==> src/rtl/mux_nx1_rr_pkg.sv <==
// Shared constants and helpers for the N-input round-robin/fixed multiplexer.
// Select width is derived here so the top and the arbiter always agree.
package mux_nx1_rr_pkg;

    localparam logic MODE_FIXED = 1'b0;
    localparam logic MODE_RR    = 1'b1;

    function automatic int clog2(input int value);
        int result;
        int remaining;
        result    = 0;
        remaining = value - 1;
        while (remaining > 0) begin
            result    = result + 1;
            remaining = remaining >> 1;
        end
        return result;
    endfunction

    // A select port narrower than one bit is not expressible, so clamp to 1.
    function automatic int sel_width(input int n);
        return (clog2(n) < 1) ? 1 : clog2(n);
    endfunction

endpackage

==> src/rtl/mux_nx1_rr_arbiter.sv <==
// Combinational grant logic: either a fixed select or a rotating priority
// search that starts at ptr and wraps from N-1 back to 0.
module rr_arbiter_n
    import mux_nx1_rr_pkg::*;
#(
    parameter  int N  = 4,
    localparam int SW = sel_width(N)
) (
    input  logic [N-1:0]  req,
    input  logic [SW-1:0] ptr,
    input  logic          fixed_en,
    input  logic [SW-1:0] fixed_sel,
    output logic [N-1:0]  gnt_onehot,
    output logic [SW-1:0] gnt_id,
    output logic          gnt_any
);

    int start_idx;
    int scan_idx;

    // A select at or beyond N names no channel, so it simply yields no grant.
    always_comb begin
        gnt_onehot = '0;
        gnt_id     = '0;
        gnt_any    = 1'b0;
        start_idx  = (int'(ptr) < N) ? int'(ptr) : 0;
        scan_idx   = 0;
        if (fixed_en) begin
            for (int k = 0; k < N; k++) begin
                if ((int'(fixed_sel) == k) && req[k]) begin
                    gnt_onehot[k] = 1'b1;
                    gnt_id        = SW'(k);
                    gnt_any       = 1'b1;
                end
            end
        end else begin
            for (int i = 0; i < N; i++) begin
                scan_idx = start_idx + i;
                if (scan_idx >= N) begin
                    scan_idx = scan_idx - N;
                end
                if (!gnt_any && req[scan_idx]) begin
                    gnt_onehot[scan_idx] = 1'b1;
                    gnt_id               = SW'(scan_idx);
                    gnt_any              = 1'b1;
                end
            end
        end
    end

endmodule

==> src/rtl/mux_nx1_rr.sv <==
// N-input, W-bit multiplexer with a registered, valid/ready output stage.
// Holds the round-robin pointer, the output register and the in_ready gating.
module mux_nx1_rr
    import mux_nx1_rr_pkg::*;
#(
    parameter  int N  = 4,
    parameter  int W  = 1,
    localparam int SW = sel_width(N)
) (
    input  logic            clock,
    input  logic            reset,
    input  logic            mode,
    input  logic [SW-1:0]   s,
    input  logic [N*W-1:0]  in_data,
    input  logic [N-1:0]    in_valid,
    output logic [N-1:0]    in_ready,
    output logic [W-1:0]    out_data,
    output logic            out_valid,
    input  logic            out_ready,
    output logic [SW-1:0]   grant_id
);

    logic [SW-1:0] rr_ptr;
    logic [SW-1:0] next_ptr;
    logic [N-1:0]  gnt_onehot;
    logic [SW-1:0] gnt_id;
    logic          gnt_any;
    logic          load_ok;
    logic          do_load;
    logic [W-1:0]  sel_data;

    rr_arbiter_n #(
        .N (N)
    ) u_arbiter (
        .req        (in_valid),
        .ptr        (rr_ptr),
        .fixed_en   (mode == MODE_FIXED),
        .fixed_sel  (s),
        .gnt_onehot (gnt_onehot),
        .gnt_id     (gnt_id),
        .gnt_any    (gnt_any)
    );

    // The register can accept a word when empty or when it drains this edge.
    assign load_ok  = !out_valid || out_ready;
    assign do_load  = load_ok && gnt_any;
    assign in_ready = (load_ok && !reset) ? (gnt_onehot & in_valid) : '0;
    assign next_ptr = (gnt_id == SW'(N - 1)) ? '0 : gnt_id + 1'b1;

    always_comb begin
        sel_data = '0;
        for (int k = 0; k < N; k++) begin
            if (gnt_onehot[k]) begin
                sel_data = in_data[k*W +: W];
            end
        end
    end

    // Pointer only advances on round-robin transfers so fixed mode leaves it untouched.
    always_ff @(posedge clock or posedge reset) begin
        if (reset) begin
            out_valid <= 1'b0;
            out_data  <= '0;
            grant_id  <= '0;
            rr_ptr    <= '0;
        end else if (do_load) begin
            out_valid <= 1'b1;
            out_data  <= sel_data;
            grant_id  <= gnt_id;
            if (mode == MODE_RR) begin
                rr_ptr <= next_ptr;
            end
        end else if (out_ready) begin
            out_valid <= 1'b0;
        end
    end

    a_ready_onehot: assert property (@(posedge clock) disable iff (reset)
        $onehot0(in_ready));

    a_grant_legal: assert property (@(posedge clock) disable iff (reset)
        out_valid |-> (int'(grant_id) < N));

    a_ptr_legal: assert property (@(posedge clock) disable iff (reset)
        int'(rr_ptr) < N);

    a_hold_stable: assert property (@(posedge clock) disable iff (reset)
        (out_valid && !out_ready) |=> ($stable(out_data) && $stable(grant_id) && out_valid));

endmodule

==> config.mk <==
export PLATFORM = sky130hd
export DESIGN_NAME = mux_nx1_rr
export DESIGN_NICKNAME = d
export VERILOG_FILES = /design/src/rtl/mux_nx1_rr_pkg.sv /design/src/rtl/mux_nx1_rr_arbiter.sv /design/src/rtl/mux_nx1_rr.sv
export SDC_FILE = /design/constraint.sdc
export NUM_CORES = 1
export LEC_CHECK = 0
export ABC_CLOCK_PERIOD_IN_PS = 2850
export BUFFER_PORTS_ARGS = -buffer_cell sky130_fd_sc_hd__buf_2
export CAP_MARGIN = 20
export CORE_MARGIN = 2
export CORE_UTILIZATION = 30
export CTS_CLUSTER_SIZE = 25
export DETAILED_ROUTE_END_ITERATION = 16
export PLACE_DENSITY = 0.56
export SETUP_SLACK_MARGIN = 0.5
export SLEW_MARGIN = 20
export SYNTH_ARGS = -nofsm -noshare
export SYNTH_HDL_FRONTEND = slang
export SYNTH_SLANG_ARGS = --single-unit
==> constraint.sdc <==
create_clock -name clock -period 2.85 [get_ports clock]
set_input_delay 0.57 -clock clock [delete_from_list [all_inputs] [get_ports clock]]
set_output_delay 0.57 -clock clock [all_outputs]
set_load 0.1 [all_outputs]
======== After elaboration in Yosys (flattened, before gate mapping) ========
Index checks and enable logic that the tools add are counted.
word-level totals
  register bits after elaboration ......... 6
  output and inout bits ................... 8
  bits of input ports ..................... 14
  word-level logic and storage cells ...... 121
operators by class
  mux-type cells .......................... 67
  reduce and logical (&&, ||, !) cells .... 22
  eq/ne operators ......................... 4
  order comparisons ....................... 12
  bitwise logic cells ..................... 4
  add/sub/neg operators ................... 8
operator list
  cell                   number
  $mux 32                8
  $ge 32x1->1 const B    4
  $lt 32x4->1 const B    4
  $ge 32x4->1 const B    3
  $sub 32x4->32 const B  3
  $mux 4                 9
  $mux 1                 34
  $mux 2                 8
  $logic_and 1x1->1      13
  $or 4x4->4             3
  $bmux 1 s2             4
  $demux 1 s2            4
  $add 2x2->3 const B    2
  $eq 2x2->1 const B     3
  $logic_not 1->1        5
  $and 4x4->4            1
  $sub 2x3->4 const B    1
  $add 2x1->3 const B    1
  $ge 2x3->1 const B     1
  $add 2x1->2 const B    1
  $eq 2x1->1 const B     1
  $logic_not 2->1        1
  $reduce_and 2->1       1
  $reduce_bool 2->1      1
  $logic_or 1x1->1       1

======== Longest topological paths before layout ========
  depth after elaboration ................. 24
  mapped depth ............................ 12
  mapped depth without buffers ............ 9

======== Cells and area by module ========
From an unflattened synthesis, not the netlist that was laid out.
second synthesis, totals
  cell total of the unflattened synthesis .. 102
  area, all modules ....................... 927.1 um^2
modules (own cells, without submodules)
  module        cells each  instances  sequential area each (um^2)  area an instance (um^2)
  rr_arbiter_n  71          1          0.0                          588.1
  mux_nx1_rr    31          1          150.1                        339.1

======== Worst setup path after synthesis ========
No wires, ideal clock.
  path type ............................... register to output
  from .................................... register rr_ptr[0]
  to ...................................... output port in_ready[2]
  path slack .............................. -1.063 ns
  arrival ................................. 3.343 ns
  stages on the path, launching flop included .. 10
  required time ........................... 2.280 ns
  buffers on the path ..................... 2
  cells stage by stage .................... dfrtp_1 buf_6 inv_1 ha_1 clkbuf_2 mux4_2 nand3b_1 a221oi_1 a311oi_2 nor2_1
between the ends
  cells in the longest elaborated chain, start to end .. 22
  elaborated cells on any way between the ends .. 76
  those cells by class .................... 7 x add/sub; 12 x order compare; 43 x mux; 4 x bitwise; 10 x reduce/logical
ends and longest elaborated chain
  element                                                                 line                      RTL
  from (decl)                                                             mux_nx1_rr.sv:23          logic [SW-1:0] rr_ptr;
  from (signal assigned)                                                  mux_nx1_rr.sv:71          rr_ptr <= next_ptr;
  parallel branches: the longest is 18 deep, another holds $sub 32x4->32  -
  $mux 4 (*)                                                              mux_nx1_rr_arbiter.sv:42  if (!gnt_any && req[scan_idx]) begin
  $mux 4 (*)                                                              mux_nx1_rr_arbiter.sv:28  if (fixed_en) begin
  $and 4x4->4 (*)                                                         mux_nx1_rr.sv:47          assign in_ready = (load_ok && !reset) ? (gnt_onehot & in_valid) : '0;
  $mux 4 (*)                                                              mux_nx1_rr.sv:47
  to (decl)                                                               mux_nx1_rr.sv:16          output logic [N-1:0] in_ready,
Every way passes the cells marked *. The select of a mux whose other input is x is not followed.

======== Worst setup path after layout ========
  from .................................... register rr_ptr[0]
  to ...................................... output port in_ready[1]
Same word-level chain as after synthesis.

==> summary.txt <==
Run status
  – Status: complete, but fails checks
  – Violated checks: setup timing

Synthesis
  – Simple-gate portion of the synthesized area: 23.6%
  – Synthesized-area fraction occupied by ao, oa, aoi and oai cells: 25.4%
  – Number of distinct library cells after synthesis: between 40 and 50
  – Dominant combinational cell family by area after synthesis: compound AO/OA/AOI/OAI gates
  – Total nets after synthesis: roughly 140
  – Seq/Total Area, Yosys: 15.6%
  – Xor-xnor portion of the synthesized cell area: less than 1%
  – Fraction of the mapped netlist area in adder cells: 6.49%
  – Synth Area per Inst: 8.32 µm²
  – Syn Std Cell Area: 965 µm²
  – Flip-flop and latch count after synthesis: 6
  – Fraction of synthesized area in multiplexers: 17.4%
  – Cell count after synthesis: roughly 120
  – Count of warnings emitted by yosys: 0

Power and ir drop
  – Total chip power: 1.93 mW
  – Leakage power: 0.701 nW
  – Worst IR Drop VDD: 0.534 mV
  – Pwr Density: 1210 nW/µm²

Cells and area
  – # diodes: 0
  – Share of the core filled with cells in the final layout: between 50% and 60%
  – Fraction of layout cells with a size suffix above 1: 57.6%
  – Number of nets in the layout: 192
  – Synth-to-layout area growth: 66.1%

Floorplan
  – Starting utilization of the core area: 31.6%
  – X dimension of the die: between 60 and 70 µm
  – Vert. Die Dim: between 60 and 70 µm
  – Core area: 3050 µm²
  – Overall die area: 3690 µm²
  – Number of core rows: 20
  – # IOs: 22

Placed design
  – Routability-driven placement congestion ratio: a little under 0.8
  – Buffers added on ports: 21
  – HPWL reported at the end of detailed placement: about 2300 µm

CTS
  – Quantity of hold-fixing buffers added after cts: 0
  – Clock slew seen by the registers of the worst setup and hold paths: ~0.05 ns
  – Root Buffer Master: clkbuf_4
  – Insertion delay of the later-clocked pin in the worst-skew pair: 0.25 ns
  – H-Tree Level Count: 1
  – Number of CTS-inserted buffers: 3
  – CTS sink count: 6
  – Clock buffer depth: 2
  – TritonCTS clock tree: built

Detailed routing
  – Via total after detailed routing: 1,122
  – Detailed-router iteration count before antenna repair: 4
  – Drc violations: 0
  – Number of vias per cell after detailed routing: 5.19
  – Number of design-rule violations left by the first detailed-router iteration: 51
  – Routed WL per cell: 15.0 µm
  – Drt total wl: around 3200 µm
  – Post-route antenna net violation count: 0

STA
  – Final number of max-transition violations: 0
  – Max transition margin: 64.5%
  – Setup TNS: -0.460 ns
  – Final Worst Setup Slack: -0.158 ns
  – RSZ-0062 raised after global routing: true
  – Maximum clock frequency: 332 MHz
  – Final count of negative-setup-slack endpoints: 4
  – Shortest period the worst path allows: 3.01 ns
  – Clock tree skew after final layout: 0.00936 ns
  – Period utilization: 106%
  – Transition time of the tightest slew-check pin: 0.529 ns
  – Number of hold violations in the final report: 0

Critical path
  – Required arrival time at the worst endpoint: 2.28 ns
  – Launch instance of the worst register-to-register path: rr_ptr[0]
  – Worst reg2reg path endpoint: out_data
  – Setup slack on the worst flop-to-flop path: 0.10 ns
  – WS Path Type: reg -> out
  – Arr. time, crit path: 2.44 ns
  – Critical path peak fanout: 8
  – Category of the worst setup path capture point: output pin
  – Critical path launch point type: flop
  – Worst reg-to-reg path cell count: 12

Global route
  – First-pass GRT wire length: 5000 µm
  – Antenna violations before repair: 0
  – Total grt overflow: 0
  – Global-route usage over all layers: 18.0%
  – Via count of the first global-routing pass: 1,075
  – Maximum number of pins on one net before global-route repair: 18

Run
  – Max-cap violations: 0

Hold path
  – Classification of the worst-slack hold path: in -> async
## synth_stat cells, drive strengths merged
| master | number | area share, % |
|---|---|---|
| a22o | 1 | 0.91 |
| mux2 | 3 | 3.5 |
| a221oi | 3 | 4.0 |
| nand4bb | 1 | 1.2 |
| a31oi | 4 | 2.6 |
| and2 | 1 | 0.65 |
| nor2b | 1 | 0.65 |
| a221o | 1 | 1.0 |
| o211ai | 3 | 2.3 |
| mux2i | 4 | 4.2 |
| nand3b | 2 | 1.6 |
| dfrtp | 6 | 16 |
| xnor2 | 1 | 0.91 |
| and3b | 1 | 0.91 |
| o21ai | 5 | 2.6 |
| o31ai | 1 | 0.78 |
| a311oi | 1 | 1.6 |
| nor2 | 12 | 4.7 |
| inv | 8 | 3.1 |
| nor4b | 1 | 0.91 |
| a311o | 2 | 2.2 |
| nand2 | 7 | 2.7 |
| buf | 6 | 5.3 |
| a21oi | 9 | 4.7 |
| clkbuf | 5 | 2.2 |
| nor3 | 2 | 1.0 |
| nand3 | 3 | 1.6 |
| ha | 5 | 6.5 |
| nor4bb | 2 | 2.1 |
| mux4 | 4 | 9.7 |
| a31o | 1 | 0.91 |
| nand2b | 3 | 1.9 |
| and3 | 5 | 3.8 |
| a21o | 1 | 0.78 |
| o31a | 1 | 1.0 |
## through the flow
stage,instances,area [µm²],hold slack [ns],setup slack [ns]
detailed placement,195,1370,0.511,-0.0712
CTS,210,1520,0.238,-0.163
global placement,195,1370,0.499,-0.0272
finish,216,1600,0.241,-0.158
floorplan,116,1050,0.366,-0.147
global route,216,1600,0.266,-0.248
## final cells by class
| class | instances | area, µm² |
|---|---|---|
| repair buffers | 63 | 504 |
| well taps | 44 | 55.1 |
| flip-flops and latches | 6 | 153 |
| inverters | 8 | 32.5 |
| fillers | 280 | 1450 |
| multi-input cells | 91 | 832 |
| clock buffers | 4 | 26.3 |
## layout by cell type, fill, tap and decap left out, types with 3 or more instances in the layout
cell / synthesis / final
ha_1: 5 / 4
and3_4: 1 / 4
a21oi_1: 9 / 7
nand2b_1: 3 / 3
o21ai_0: 5 / 4
nor2_1: 12 / 9
buf_12: 0 / 5
mux2i_1: 4 / 4
buf_6: 3 / 3
nand3_1: 3 / 3
clkbuf_4: 0 / 3
buf_2: 2 / 17
dfrtp_1: 6 / 4
inv_1: 7 / 5
nand2_1: 7 / 7
mux4_2: 3 / 4
a31oi_1: 4 / 4
buf_4: 1 / 38
o211ai_1: 3 / 3
mux2_2: 3 / 3
## registers in the layout, indices dropped and copies added (netlist names)
signal	count
out_valid	1
out_data	1
rr_ptr	2
grant_id	2
## timing repair
action / in CTS / in global routing
resized for setup: 8 / 9
setup buffers: 11 / 6
setup endpoints to repair: 7 / 8
pin swaps: 7 / 11
## per-layer routing
layer / GRT usage, % / wire length (µm)
met3: 1.71 / 114
met1: 23.3 / 1370
met5: 0 / 0
met2: 31.3 / 1710
met4: 6.21 / 47
## cells by family after synthesis
| logic type | count (synthesis) |
|---|---|
| and+or+nand+nor | 41 |
| AOI/OAI and AO/OA | 33 |
| buffers and inverters | 19 |
| muxes | 11 |
| DFF | 6 |
| adders and majority gates | 5 |
| xor gates and xnor gates | 1 |
## critical path: stages (launching register included)
cell      delay (ns)
dfrtp_2         0.43
inv_4           0.05
ha_4            0.28
mux4_2          0.40
nand3b_1        0.22
a221oi_2        0.29
a311o_2         0.17
and3_4          0.19
buf_12          0.17
## report_power, final
part / internal, mW / switching [mW] / total [mW] / leakage, nW
clock network: 0.0532 / 0.0333 / 0.0865 / 0.0150
logic: 0.811 / 0.868 / 1.68 / 0.621
registers: 0.128 / 0.0404 / 0.169 / 0.0653
total: 0.992 / 0.942 / 1.93 / 0.701
## how the worst max path moves through the flow
stage | startpoint | endpoint | slack [ns] | cells after the start
global route | rr_ptr[0] | in_ready[1] | -0.25 | 8
detailed placement | in_valid[1] | in_ready[1] | -0.07 | 7
floorplan | rr_ptr[0] | in_ready[2] | -0.15 | 9
finish | rr_ptr[0] | in_ready[1] | -0.16 | 8
CTS | rr_ptr[1] | in_ready[3] | -0.16 | 8
global placement | in_valid[1] | in_ready[1] | -0.03 | 7
Power figures use the tool's default switching activity.
